### src/rtl/cache_arbiter.sv
// Two-port cache arbiter: shares one cacheline adapter between icache and dcache,
// one transaction outstanding, round-robin on simultaneous requests.
module cache_arbiter #(
  parameter int unsigned ADDR_WIDTH = 32,
  parameter int unsigned LINE_WIDTH = 256
) (
  input  logic                  clk,
  input  logic                  rst,
  input  logic [ADDR_WIDTH-1:0] i_addr,
  input  logic                  i_read,
  output logic [LINE_WIDTH-1:0] i_rdata,
  output logic                  i_resp,
  input  logic [ADDR_WIDTH-1:0] d_addr,
  input  logic                  d_read,
  input  logic                  d_write,
  input  logic [LINE_WIDTH-1:0] d_wdata,
  output logic [LINE_WIDTH-1:0] d_rdata,
  output logic                  d_resp,
  output logic [ADDR_WIDTH-1:0] m_addr,
  output logic                  m_read,
  output logic                  m_write,
  output logic [LINE_WIDTH-1:0] m_wdata,
  input  logic [LINE_WIDTH-1:0] m_rdata,
  input  logic                  m_resp
);

  typedef enum logic [1:0] {ARB_IDLE, SERVE_I, SERVE_D} state_e;
  typedef enum logic {GRANT_I = 1'b0, GRANT_D = 1'b1} grant_e;

  state_e                state_q, state_d;
  grant_e                last_grant_q, last_grant_d;
  logic [ADDR_WIDTH-1:0] m_addr_q, m_addr_d;
  logic                  m_read_q, m_read_d;
  logic                  m_write_q, m_write_d;
  logic [LINE_WIDTH-1:0] m_wdata_q, m_wdata_d;
  logic                  d_req;
  logic                  pick_d;

  // Next-state: grant in idle, hold request payload while serving, release on m_resp
  always_comb begin
    state_d      = state_q;
    last_grant_d = last_grant_q;
    m_addr_d     = m_addr_q;
    m_read_d     = m_read_q;
    m_write_d    = m_write_q;
    m_wdata_d    = m_wdata_q;
    d_req        = d_read | d_write;
    pick_d       = d_req & (~i_read | (last_grant_q == GRANT_I));
    case (state_q)
      ARB_IDLE: begin
        if (pick_d) begin
          // Both read and write high is treated as a writeback.
          state_d      = SERVE_D;
          last_grant_d = GRANT_D;
          m_addr_d     = d_addr;
          m_write_d    = d_write;
          m_read_d     = ~d_write;
          m_wdata_d    = d_wdata;
        end else if (i_read) begin
          state_d      = SERVE_I;
          last_grant_d = GRANT_I;
          m_addr_d     = i_addr;
          m_read_d     = 1'b1;
          m_write_d    = 1'b0;
        end
      end
      SERVE_I, SERVE_D: begin
        if (m_resp) begin
          state_d   = ARB_IDLE;
          m_read_d  = 1'b0;
          m_write_d = 1'b0;
        end
      end
      default: state_d = ARB_IDLE;
    endcase
  end

  always_ff @(posedge clk or posedge rst) begin
    if (rst) begin
      state_q      <= ARB_IDLE;
      last_grant_q <= GRANT_I;
      m_addr_q     <= '0;
      m_read_q     <= 1'b0;
      m_write_q    <= 1'b0;
      m_wdata_q    <= '0;
    end else begin
      state_q      <= state_d;
      last_grant_q <= last_grant_d;
      m_addr_q     <= m_addr_d;
      m_read_q     <= m_read_d;
      m_write_q    <= m_write_d;
      m_wdata_q    <= m_wdata_d;
    end
  end

  // Completion is forwarded in the same cycle the adapter responds
  assign i_resp  = (state_q == SERVE_I) & m_resp;
  assign d_resp  = (state_q == SERVE_D) & m_resp;
  assign i_rdata = m_rdata;
  assign d_rdata = m_rdata;
  assign m_addr  = m_addr_q;
  assign m_read  = m_read_q;
  assign m_write = m_write_q;
  assign m_wdata = m_wdata_q;

endmodule

### config.mk
export PLATFORM = sky130hd
export DESIGN_NAME = cache_arbiter
export DESIGN_NICKNAME = d
export VERILOG_FILES = /design/src/rtl/cache_arbiter.sv
export SDC_FILE = /design/constraint.sdc
export NUM_CORES = 1
export LEC_CHECK = 0
export BUFFER_PORTS_ARGS = -buffer_cell sky130_fd_sc_hd__clkbuf_2
export CAP_MARGIN = 10
export CORE_AREA = 2 2 542 544
export CTS_CLUSTER_SIZE = 12
export DETAILED_ROUTE_END_ITERATION = 16
export DIE_AREA = 0 0 544 546
export PLACE_DENSITY = 0.32
export RECOVER_POWER = 50
export SLEW_MARGIN = 20
export SYNTH_ARGS = -nofsm -noshare
export SYNTH_HDL_FRONTEND = slang
export SYNTH_SLANG_ARGS = --single-unit
### constraint.sdc
create_clock -name clk -period 13.7 [get_ports clk]
set_input_delay 2.055 -clock clk [delete_from_list [all_inputs] [get_ports clk]]
set_output_delay 2.055 -clock clk [all_outputs]
set_load 0.005 [all_outputs]
Yosys cells after proc, flatten, opt, wreduce, memory -nomap -nowiden
Index checks and enable logic that the tools add are counted.
Storage, ports and cells
  bits in registers: 293
  latch bits: 0
  memory bits (writable): 0
  memory bits (read-only): 0
  input port bits: 582
  logic and storage cells: 40
  memories: 0
Operators by class
  add/subtract/negate cells: 0
  multipliers: 0
  div/mod/pow operators: 0
  $lt $le $gt $ge: 0
  equality and inequality tests: 4
  shift-type cells: 0
  muxes and demuxes: 14
  bitwise gates (word level): 8
  reductions and logical operators: 8
Operators with widths (count)
  $mux 32: 2
  $mux 1: 6
  $mux 2: 3
  $reduce_and 2->1: 3
  $pmux 1 s2: 2
  $pmux 2 s2: 1
  $reduce_bool 2->1: 2
  $and 1x1->1: 3
  $ne 3x3->1 const B: 1
  $not 1->1: 3
  $reduce_and 3->1: 1
  $eq 2x1->1 const B: 1
  $eq 2x2->1 const B: 1
  $logic_not 2->1: 1
  $ne 2x2->1 const B: 1
  $or 1x1->1: 2
  $reduce_or 2->1: 1

Logic depth before layout (Yosys ltp)
Gate-level depths: netlist of the first run.
  word-level depth: 5
  depth in mapped cells: 7
  gate-level depth less buffers: 5

Worst setup path after synthesis of the first run
OpenSTA, ideal clock, no wires.
  path kind: input-to-output
  start: in m_resp
  end: out i_resp
  data arrival time: 2.198 ns
  path slack: 9.447 ns
  stages on the path: 1
  path buffers: 0
  cells stage by stage: and2_1
On the way
  cells in the longest elaborated chain, start to end: 1
RTL lines
  start, declared: line 24  | input logic m_resp
  $and 1x1->1: line 97  | assign i_resp = (state_q == SERVE_I) & m_resp;
  end, declared: line 12  | output logic i_resp,
No other way between the ends.

==> impl_metrics.json, run 1 <==
{
  "outcome": "finished with violations",
  "failed_checks": "max-capacitance violations, max-slew violations",
  "syn-num-nets": 1806,
  "viasPerCell": 1.81,
  "cts_tree": "built",
  "core_mm2": 0.292,
  "routed_wl_um": 122000,
  "regToRegEndpoint": "m_wdata[107]",
  "start_kind": "input pin",
  "vdd_drop_max_uv": 83.6,
  "clk_latency_ps": 660,
  "period_share": 0.531,
  "hpwlAfterDp_um": 108000,
  "post_cts_buffers": 0,
  "dieArea_mm2": 0.297,
  "layout-drive-gt1-share": 0.414,
  "worst-setup-path-type": "in -> async",
  "fin_tns_setup_ps": 0,
  "numCtsBuffers": 44,
  "syn_inst": 1221,
  "clkTransAtPathRegs_ps": 50,
  "ant_nets": 0,
  "grt_remaining_overflow": 0,
  "worstPathArrival_ps": 7150,
  "drt_first_pass_iters": 4,
  "place_ws_ps": 8180,
  "final_common_cell": "clkbuf_2",
  "holdWs_ps": 481,
  "p_per_area_mw_per_mm2": 242,
  "cp.required_ps": 13570,
  "io_buffers": 617,
  "postCtsHoldBufs": 0,
  "synthToLayoutAreaGrowth_pct": 28.3,
  "clock-sinks": 293,
  "hold_viol_final": 0,
  "vias": 9611,
  "grt_max_degree": 99,
  "grt_pass1_vias": 10158,
  "setup_ws_ps": 6420,
  "synthesis.area_mm2": 0.0161,
  "cp-end-kind": "async pin",
  "chipWidth_um": 544,
  "ctsResizeCount": 0,
  "fmax_ghz": 0.137,
  "cp_max_fo": 66,
  "num_rows": 199,
  "root_buffer": "clkbuf_16",
  "drtIter0Drc": 391,
  "final_net_count": 1929,
  "grt_use_total": 0.0790,
  "ys_types": 27,
  "p_leak_nw": 7.89,
  "setup_viol": 0,
  "syn_area_per_cell_um2": 13.2,
  "min_delay_worst_endpoint": "m_addr[7]",
  "regToRegStartpoint": "state_q[0]",
  "io_pins": 1386,
  "drc_errors": 0,
  "antenna_found_initial": 87,
  "cap_violations": 7,
  "place_congestion": 0.700,
  "yosysSeqAreaShare": 0.456,
  "ys_ff_latch": 293,
  "avgRoutedWirePerCell_um": 23.0,
  "worst_pin_slew_ps": 3810,
  "fp.dieH_um": 546,
  "clockBufferDepth": 3,
  "post-route-min-period_ps": 7280,
  "report.final.slew_viol_count": 333,
  "grt_first_pass_wirelength_um": 144000,
  "hold_start": "m_addr[7]",
  "yosysWarnings": 0,
  "clock_skew_ps": 18.9,
  "r2r_slack_ps": 8410,
  "maxSlewHeadroom": -1.54,
  "htreeDepth": 2,
  "hold_depth": 2,
  "hold_path_class": "reg -> reg",
  "reg2reg_depth": 6,
  "rsz0062_at_grt": "no",
  "mostFrequentLayoutCells": "clkbuf_2, dfrtp_1, clkbuf_1",
  "initial_core_util": 0.0551
}
==> logic make-up (layout without fill, tap and decap cells) <==
| group | Yosys count | after routing | share of synthesized area |
|---|---|---|---|
| adder cells (fa/ha/maj) | 3 | 3 | 0.00233 |
| AND/OR/NAND/NOR | 43 | 43 | 0.0117 |
| buffers and inverters | 553 | 703 | 0.262 |
| other | 0 | 14 | 0 |
| multiplexers | 289 | 289 | 0.253 |
| flip-flops | 293 | 293 | 0.456 |
| AO/OA/AOI/OAI | 40 | 40 | 0.0149 |
==> metrics by stage <==
stage	total power, mW	util	cell area, um2	cells
after global placement	4.28	0.0685	20000	5217
after detailed placement	4.29	0.0685	20000	5217
after global routing	5.44	0.0706	20600	5293
after floorplan	2.90	-	16100	1221
after CTS	5.55	0.0734	21400	5290
final	4.99	0.0707	20600	5304
==> where the power goes <==
part | switching, mW | internal [mW] | total, mW
Clock | 0.506 | 0.675 | 1.18
Sequential | 0.280 | 1.32 | 1.60
Combinational | 1.38 | 0.832 | 2.21
Total | 2.16 | 2.83 | 4.99
==> flip-flops by register name, summed over array words and instances (netlist names) <==
register and count:
m_addr 32, last_grant_q 1, m_write 1, m_wdata 256
m_read 1, state_q 2
==> critical path, cell delays in order <==
cell	delay, ps
clkbuf_2	90
clkinvlp_2	2060
clkbuf_1	2800
==> layout make-up <==
class	count	area [um2]
Antenna cell	14	35.0
Clock buffer	55	1190
Clock inverter	18	234
Fill cell	34307	271000
Inverter	3	12.5
Multi-Input combinational cell	375	4120
Sequential cell	293	7330
Tap cell	3919	4900
Timing Repair Buffer	627	2820
==> routing by layer <==
metal	wire, um	GRT usage	up-vias	share of wire
met2	50300	0.117	994	0.41
li1	-	-	3808	-
met5	86	0.00195	-	0.00071
met3	24300	0.0685	368	0.20
met1	40400	0.0764	4437	0.33
met4	6890	0.0372	4	0.056
==> how the worst max path moves through the flow <==
| stage | start | endpoint | slack, ps | cells past startpoint |
|---|---|---|---|---|
| global route | rst | m_addr[11] | 5170 | 3 |
| finish | rst | m_addr[11] | 6420 | 3 |
| detailed placement | i_read | m_wdata[107] | 8180 | 6 |
| CTS | m_resp | i_resp | 8810 | 3 |
| floorplan | rst | last_grant_q | 3550 | 1 |
| global placement | i_read | m_wdata[107] | 8210 | 6 |
==> cell usage after synthesis <==
| master | count | area share |
|---|---|---|
| a211o_1 | 1 | 0.00054 |
| a21boi_0 | 1 | 0.00047 |
| a22o_1 | 2 | 0.0011 |
| a2bb2oi_2 | 1 | 0.00093 |
| and2_1 | 2 | 0.00078 |
| buf_2 | 7 | 0.0022 |
| buf_4 | 515 | 0.24 |
| buf_6 | 24 | 0.017 |
| buf_8 | 2 | 0.0019 |
| clkbuf_1 | 2 | 0.00047 |
| dfrtp_1 | 293 | 0.46 |
| ha_1 | 3 | 0.0023 |
| inv_1 | 3 | 0.00070 |
| mux2_2 | 27 | 0.019 |
| mux2_4 | 229 | 0.21 |
| mux2i_1 | 33 | 0.021 |
| nand2_1 | 34 | 0.0079 |
| nand2_2 | 1 | 0.00039 |
| nor2_1 | 1 | 0.00023 |
| nor2b_1 | 1 | 0.00039 |
| nor3b_1 | 1 | 0.00047 |
| nor4b_1 | 2 | 0.0011 |
| o21ai_0 | 32 | 0.010 |
| o2bb2ai_1 | 1 | 0.00054 |
| o2bb2ai_2 | 1 | 0.00093 |
| o31ai_1 | 1 | 0.00047 |
| or2_2 | 1 | 0.00039 |
Note: power is estimated with default switching activity, not from simulation.
==> inputs of run 2 (changes only) <==
--- a/config.mk
+++ b/config.mk
@@ -7,11 +7,11 @@
 export LEC_CHECK = 0
 export BUFFER_PORTS_ARGS = -buffer_cell sky130_fd_sc_hd__clkbuf_2
 export CAP_MARGIN = 10
-export CORE_AREA = 2 2 542 544
+export CORE_AREA = 2 2 540 542
 export CTS_CLUSTER_SIZE = 12
 export DETAILED_ROUTE_END_ITERATION = 16
-export DIE_AREA = 0 0 544 546
-export PLACE_DENSITY = 0.32
+export DIE_AREA = 0 0 542 544
+export PLACE_DENSITY = 0.33
 export RECOVER_POWER = 50
 export SLEW_MARGIN = 20
 export SYNTH_ARGS = -nofsm -noshare
==> constraint.sdc (replaced) <==
create_clock -name clk -period 6 [get_ports clk]
set_input_delay 0.9 -clock clk [delete_from_list [all_inputs] [get_ports clk]]
set_output_delay 0.9 -clock clk [all_outputs]
set_load 0.005 [all_outputs]
==> run 2 against run 1 <==
The run still ends with max-capacitance violations, max-slew violations left. Largest cell class unchanged. Largest power group unchanged. Routed wire length rose by 5.8%. Count of clock-buffer cells in the layout up 4. Sequential power increased by 130%. Power increased to 2.5 times the previous value. Clock power increased to 2.6 times the previous value. Critical endpoint is now m_wdata[132]. Die area decreased by 0.73%. Critical path depth grew 1.
==> impl_metrics.json, run 2 (same netlist as run 1, synthesis figures left out) <==
{
  "outcome": "finished with violations",
  "failed_checks": "max-capacitance violations, max-slew violations",
  "hold_path_class": "in -> reg",
  "hpwlAfterDp_um": 114000,
  "clk_latency_ps": 680,
  "cp_max_fo": 52,
  "viasPerCell": 1.88,
  "numCtsBuffers": 45,
  "fp.dieH_um": 544,
  "htreeDepth": 2,
  "grt_first_pass_wirelength_um": 151000,
  "worst-setup-path-type": "in -> async",
  "layout-drive-gt1-share": 0.695,
  "period_share": 0.616,
  "place_congestion": 0.678,
  "cap_violations": 4,
  "p_per_area_mw_per_mm2": 584,
  "mostFrequentLayoutCells": "clkbuf_2, dfrtp_1, mux2_4",
  "grt_remaining_overflow": 0,
  "clock_skew_ps": 41.5,
  "postCtsHoldBufs": 0,
  "cts_tree": "built",
  "vias": 9814,
  "final_net_count": 1932,
  "dieArea_mm2": 0.295,
  "io_pins": 1386,
  "p_leak_nw": 9.34,
  "rsz0062_at_grt": "no",
  "clockBufferDepth": 3,
  "hold_viol_final": 0,
  "num_rows": 198,
  "start_kind": "input pin",
  "fin_tns_setup_ps": 0,
  "clock-sinks": 293,
  "r2r_slack_ps": 3290,
  "drtIter0Drc": 545,
  "final_common_cell": "clkbuf_2",
  "drc_errors": 0,
  "vdd_drop_max_uv": 217,
  "maxSlewHeadroom": -0.649,
  "grt_use_total": 0.0841,
  "ctsResizeCount": 0,
  "antenna_found_initial": 109,
  "drt_first_pass_iters": 4,
  "core_mm2": 0.289,
  "routed_wl_um": 129000,
  "report.final.slew_viol_count": 142,
  "setup_viol": 0,
  "post-route-min-period_ps": 3690,
  "avgRoutedWirePerCell_um": 24.8,
  "io_buffers": 617,
  "largest_reg_flops": 256,
  "worstPathArrival_ps": 4210,
  "place_inst": 5100,
  "post_cts_buffers": 0,
  "ant_nets": 0,
  "grt_max_degree": 118,
  "cp.required_ps": 6520,
  "fillers": 33767,
  "worst_pin_slew_ps": 2470,
  "clkTransAtPathRegs_ps": 70,
  "root_buffer": "clkbuf_16",
  "grt_pass1_vias": 10152,
  "initial_core_util": 0.0556,
  "synthToLayoutAreaGrowth_pct": 34.0,
  "final_cells": 5209,
  "cp-end-kind": "async pin",
  "fmax_ghz": 0.271,
  "chipWidth_um": 542
}
-- run 2: worst paths after layout --
kind | to | startpoint | cells after the start
max reg2reg | m_wdata[111] | state_q[0] | 5
min in group asynchronous | m_wdata[4] | rst | 3
min | m_wdata[189] | d_wdata[189] | 2
min reg2reg | m_addr[11] | m_addr[11] | 2
max | m_wdata[132] | rst | 4
max in group clk | m_addr[17] | i_read | 4
-- run 2: final cells by class --
| cell class | instances | area (um2) | share of cell area |
|---|---|---|---|
| diodes | 29 | 72.6 | 0.00337 |
| multi-input cells | 375 | 4560 | 0.212 |
| flip-flops and latches | 293 | 7330 | 0.340 |
| clock inverters | 21 | 360 | 0.0167 |
| inverters | 3 | 12.5 | 0.000580 |
| well taps | 3800 | 4750 | 0.221 |
| clock buffers | 59 | 1260 | 0.0584 |
| repair buffers | 629 | 3200 | 0.148 |
-- run 2: per-stage QoR --
step | hold WS (ps) | worst slack, ps | total power [mW] | util | cell area, um2
2_1_floorplan | 473 | 1210 | 6.61 | - | 16100
3_3_place_gp | 470 | 2860 | 9.81 | 0.0688 | 19900
5_1_grt | 369 | 1780 | 13.5 | 0.0743 | 21500
3_5_place_dp | 478 | 2840 | 9.85 | 0.0688 | 19900
6_report | 435 | 2310 | 12.6 | 0.0745 | 21600
4_1_cts | 291 | 3140 | 13.1 | 0.0744 | 21500
-- run 2: routing by layer --
metal,wire length [um],up-vias,global-route usage
met3,24200,398,0.0705
met5,184,-,0.00536
met4,7240,6,0.0439
met2,52500,1082,0.121
li1,-,3839,-
met1,44800,4489,0.0841
-- run 2: power breakdown --
group | total (mW) | internal [mW] | switching, mW
registers | 3.64 | 3.02 | 0.620
clock network | 3.04 | 1.86 | 1.18
logic | 5.91 | 2.55 | 3.36
total | 12.6 | 7.42 | 5.16
-- run 2: critical path, stage by stage --
cell and delay, ps:
clkbuf_1 80, clkinvlp_2 70, clkbuf_1 1730, clkbuf_2 1310
==> inputs of run 3 (changes only) <==
==> constraint.sdc (replaced) <==
create_clock -name clk -period 3.18 [get_ports clk]
set_input_delay 0.477 -clock clk [delete_from_list [all_inputs] [get_ports clk]]
set_output_delay 0.477 -clock clk [all_outputs]
set_load 0.005 [all_outputs]
==> run 3 against run 2 <==
The run now ends clean. Design area grew 9.6%. Sequential cell count is the same. Register-to-register slack lost 2500 ps. Critical path type is now reg -> reg. Largest cell class unchanged.
==> impl_metrics.json, run 3 (same netlist as run 1, synthesis figures left out) <==
{
  "period_share": 0.753,
  "grt_busiest_layer": "met2",
  "chipWidth_um": 542,
  "initial_core_util": 0.0556,
  "seqCellArea_mm2": 0.00733,
  "fmax_ghz": 0.417,
  "endpoint": "m_wdata[198]",
  "rsz0062_at_grt": "no",
  "largest_reg_flops": 256,
  "cp-end-kind": "flop",
  "routed_wl_um": 130000,
  "cap_violations": 0,
  "worstPathArrival_ps": 2910,
  "clock-sinks": 293,
  "ctsResizeCount": 0,
  "p_leak_nw": 10.2,
  "clock_skew_ps": 49.8,
  "viasPerCell": 1.97,
  "ant_nets": 0,
  "utilization": 0.0816,
  "hold_path_class": "in -> reg",
  "grt_max_degree": 94,
  "fillers": 33606,
  "post-route-min-period_ps": 2400,
  "regToRegStartpoint": "state_q[0]",
  "p_per_area_mw_per_mm2": 1000,
  "antenna_found_initial": 83,
  "cp_max_fo": 42,
  "r2r_slack_ps": 780,
  "report.final.slew_viol_count": 0,
  "vdd_drop_max_uv": 503,
  "setup_ws_ps": 784,
  "htreeDepth": 2,
  "grt_pass1_vias": 11339,
  "cp.required_ps": 3700,
  "clk_latency_ps": 680,
  "setup_viol": 0,
  "clockBufferDepth": 3,
  "global_route.usage.met1": 0.0780,
  "multi_input_area_mm2": 0.00458,
  "regToRegEndpoint": "m_wdata[198]",
  "dieArea_mm2": 0.295,
  "final_net_count": 2154,
  "grt_util_met3": 0.0796,
  "grt_use_total": 0.0846,
  "place_ws_ps": 705,
  "clkTransAtPathRegs_ps": 60,
  "grt_remaining_overflow": 0,
  "holdWs_ps": 86.5,
  "place_congestion": 0.704,
  "avgRoutedWirePerCell_um": 24.0,
  "numCtsBuffers": 44,
  "core_mm2": 0.289,
  "final_cells": 5415,
  "layout-drive-gt1-share": 0.608,
  "grt_use_met2": 0.124,
  "grt_first_pass_wirelength_um": 153000,
  "worst-setup-path-type": "reg -> reg",
  "drc_errors": 0,
  "synthToLayoutAreaGrowth_pct": 46.8,
  "drt_first_pass_iters": 4,
  "drtIter0Drc": 472,
  "hold_viol_final": 0,
  "hpwlAfterDp_um": 114000,
  "worst_pin_slew_ps": 1340,
  "outcome": "finished clean",
  "vias": 10645,
  "io_pins": 1386,
  "crit_start": "state_q[0]",
  "mostFrequentLayoutCells": "clkbuf_2, dfrtp_1, mux2_4",
  "reg2reg_depth": 5,
  "start_kind": "flop",
  "fin_tns_setup_ps": 0,
  "place_inst": 5108,
  "maxSlewHeadroom": 0.105,
  "fp.dieH_um": 544,
  "cts_tree": "built",
  "num_rows": 198,
  "io_buffers": 617,
  "root_buffer": "clkbuf_16",
  "final_common_cell": "clkbuf_2"
}
==> run 3: how the worst min path moves through the flow <==
stage                           start          end  depth (start not counted)
after global routing      d_wdata[21]  m_wdata[21]                          2
after CTS                 d_wdata[31]  m_wdata[31]                          2
after global placement            rst  m_wdata[89]                          2
after detailed placement          rst  m_wdata[89]                          2
after floorplan            m_addr[23]   m_addr[23]                          2
final                     d_wdata[31]  m_wdata[31]                          2
==> run 3: power by group <==
part | total [mW] | switching, mW | leakage, nW | internal, mW
combinational | 11.6 | 6.52 | 6.07 | 5.06
sequential | 6.91 | 1.22 | 3.45 | 5.69
clock | 5.16 | 2.19 | 0.708 | 2.97
==> run 3: routing by layer <==
metal | vias to the layer above | wire [um]
li1 | 4261 | -
met1 | 4912 | 41800
met2 | 1075 | 53100
met3 | 389 | 27200
met5 | - | 187
met4 | 8 | 7490
==> run 3: final cells by class <==
type,count,area share
Sequential cell,293,0.310
Timing Repair Buffer,852,0.231
Tap cell,3800,0.201
Multi-Input combinational cell,375,0.194
Clock buffer,51,0.0494
Clock inverter,29,0.0124
Antenna cell,12,0.00127
Inverter,3,0.000530
==> run 3: metrics by stage <==
stage	total power, mW	area (um2)
2_1_floorplan	12.5	16100
3_3_place_gp	18.8	20000
3_5_place_dp	18.8	20000
4_1_cts	24.6	23600
5_1_grt	25.6	23600
6_report	23.6	23600
==> run 3: worst max-delay path, cell delays in order (launching register included) <==
cell and delay [ps]:
dfrtp_1 400, inv_1 90, ha_1 430, nand2_8 440, buf_4 450, mux2_4 340
==> run 3: what timing repair did <==
| item | CTS | global route |
|---|---|---|
| setup buffers | 0 | 0 |
| endpoints found under the hold margin | 208 | 0 |
| hold buffers | 215 | 0 |
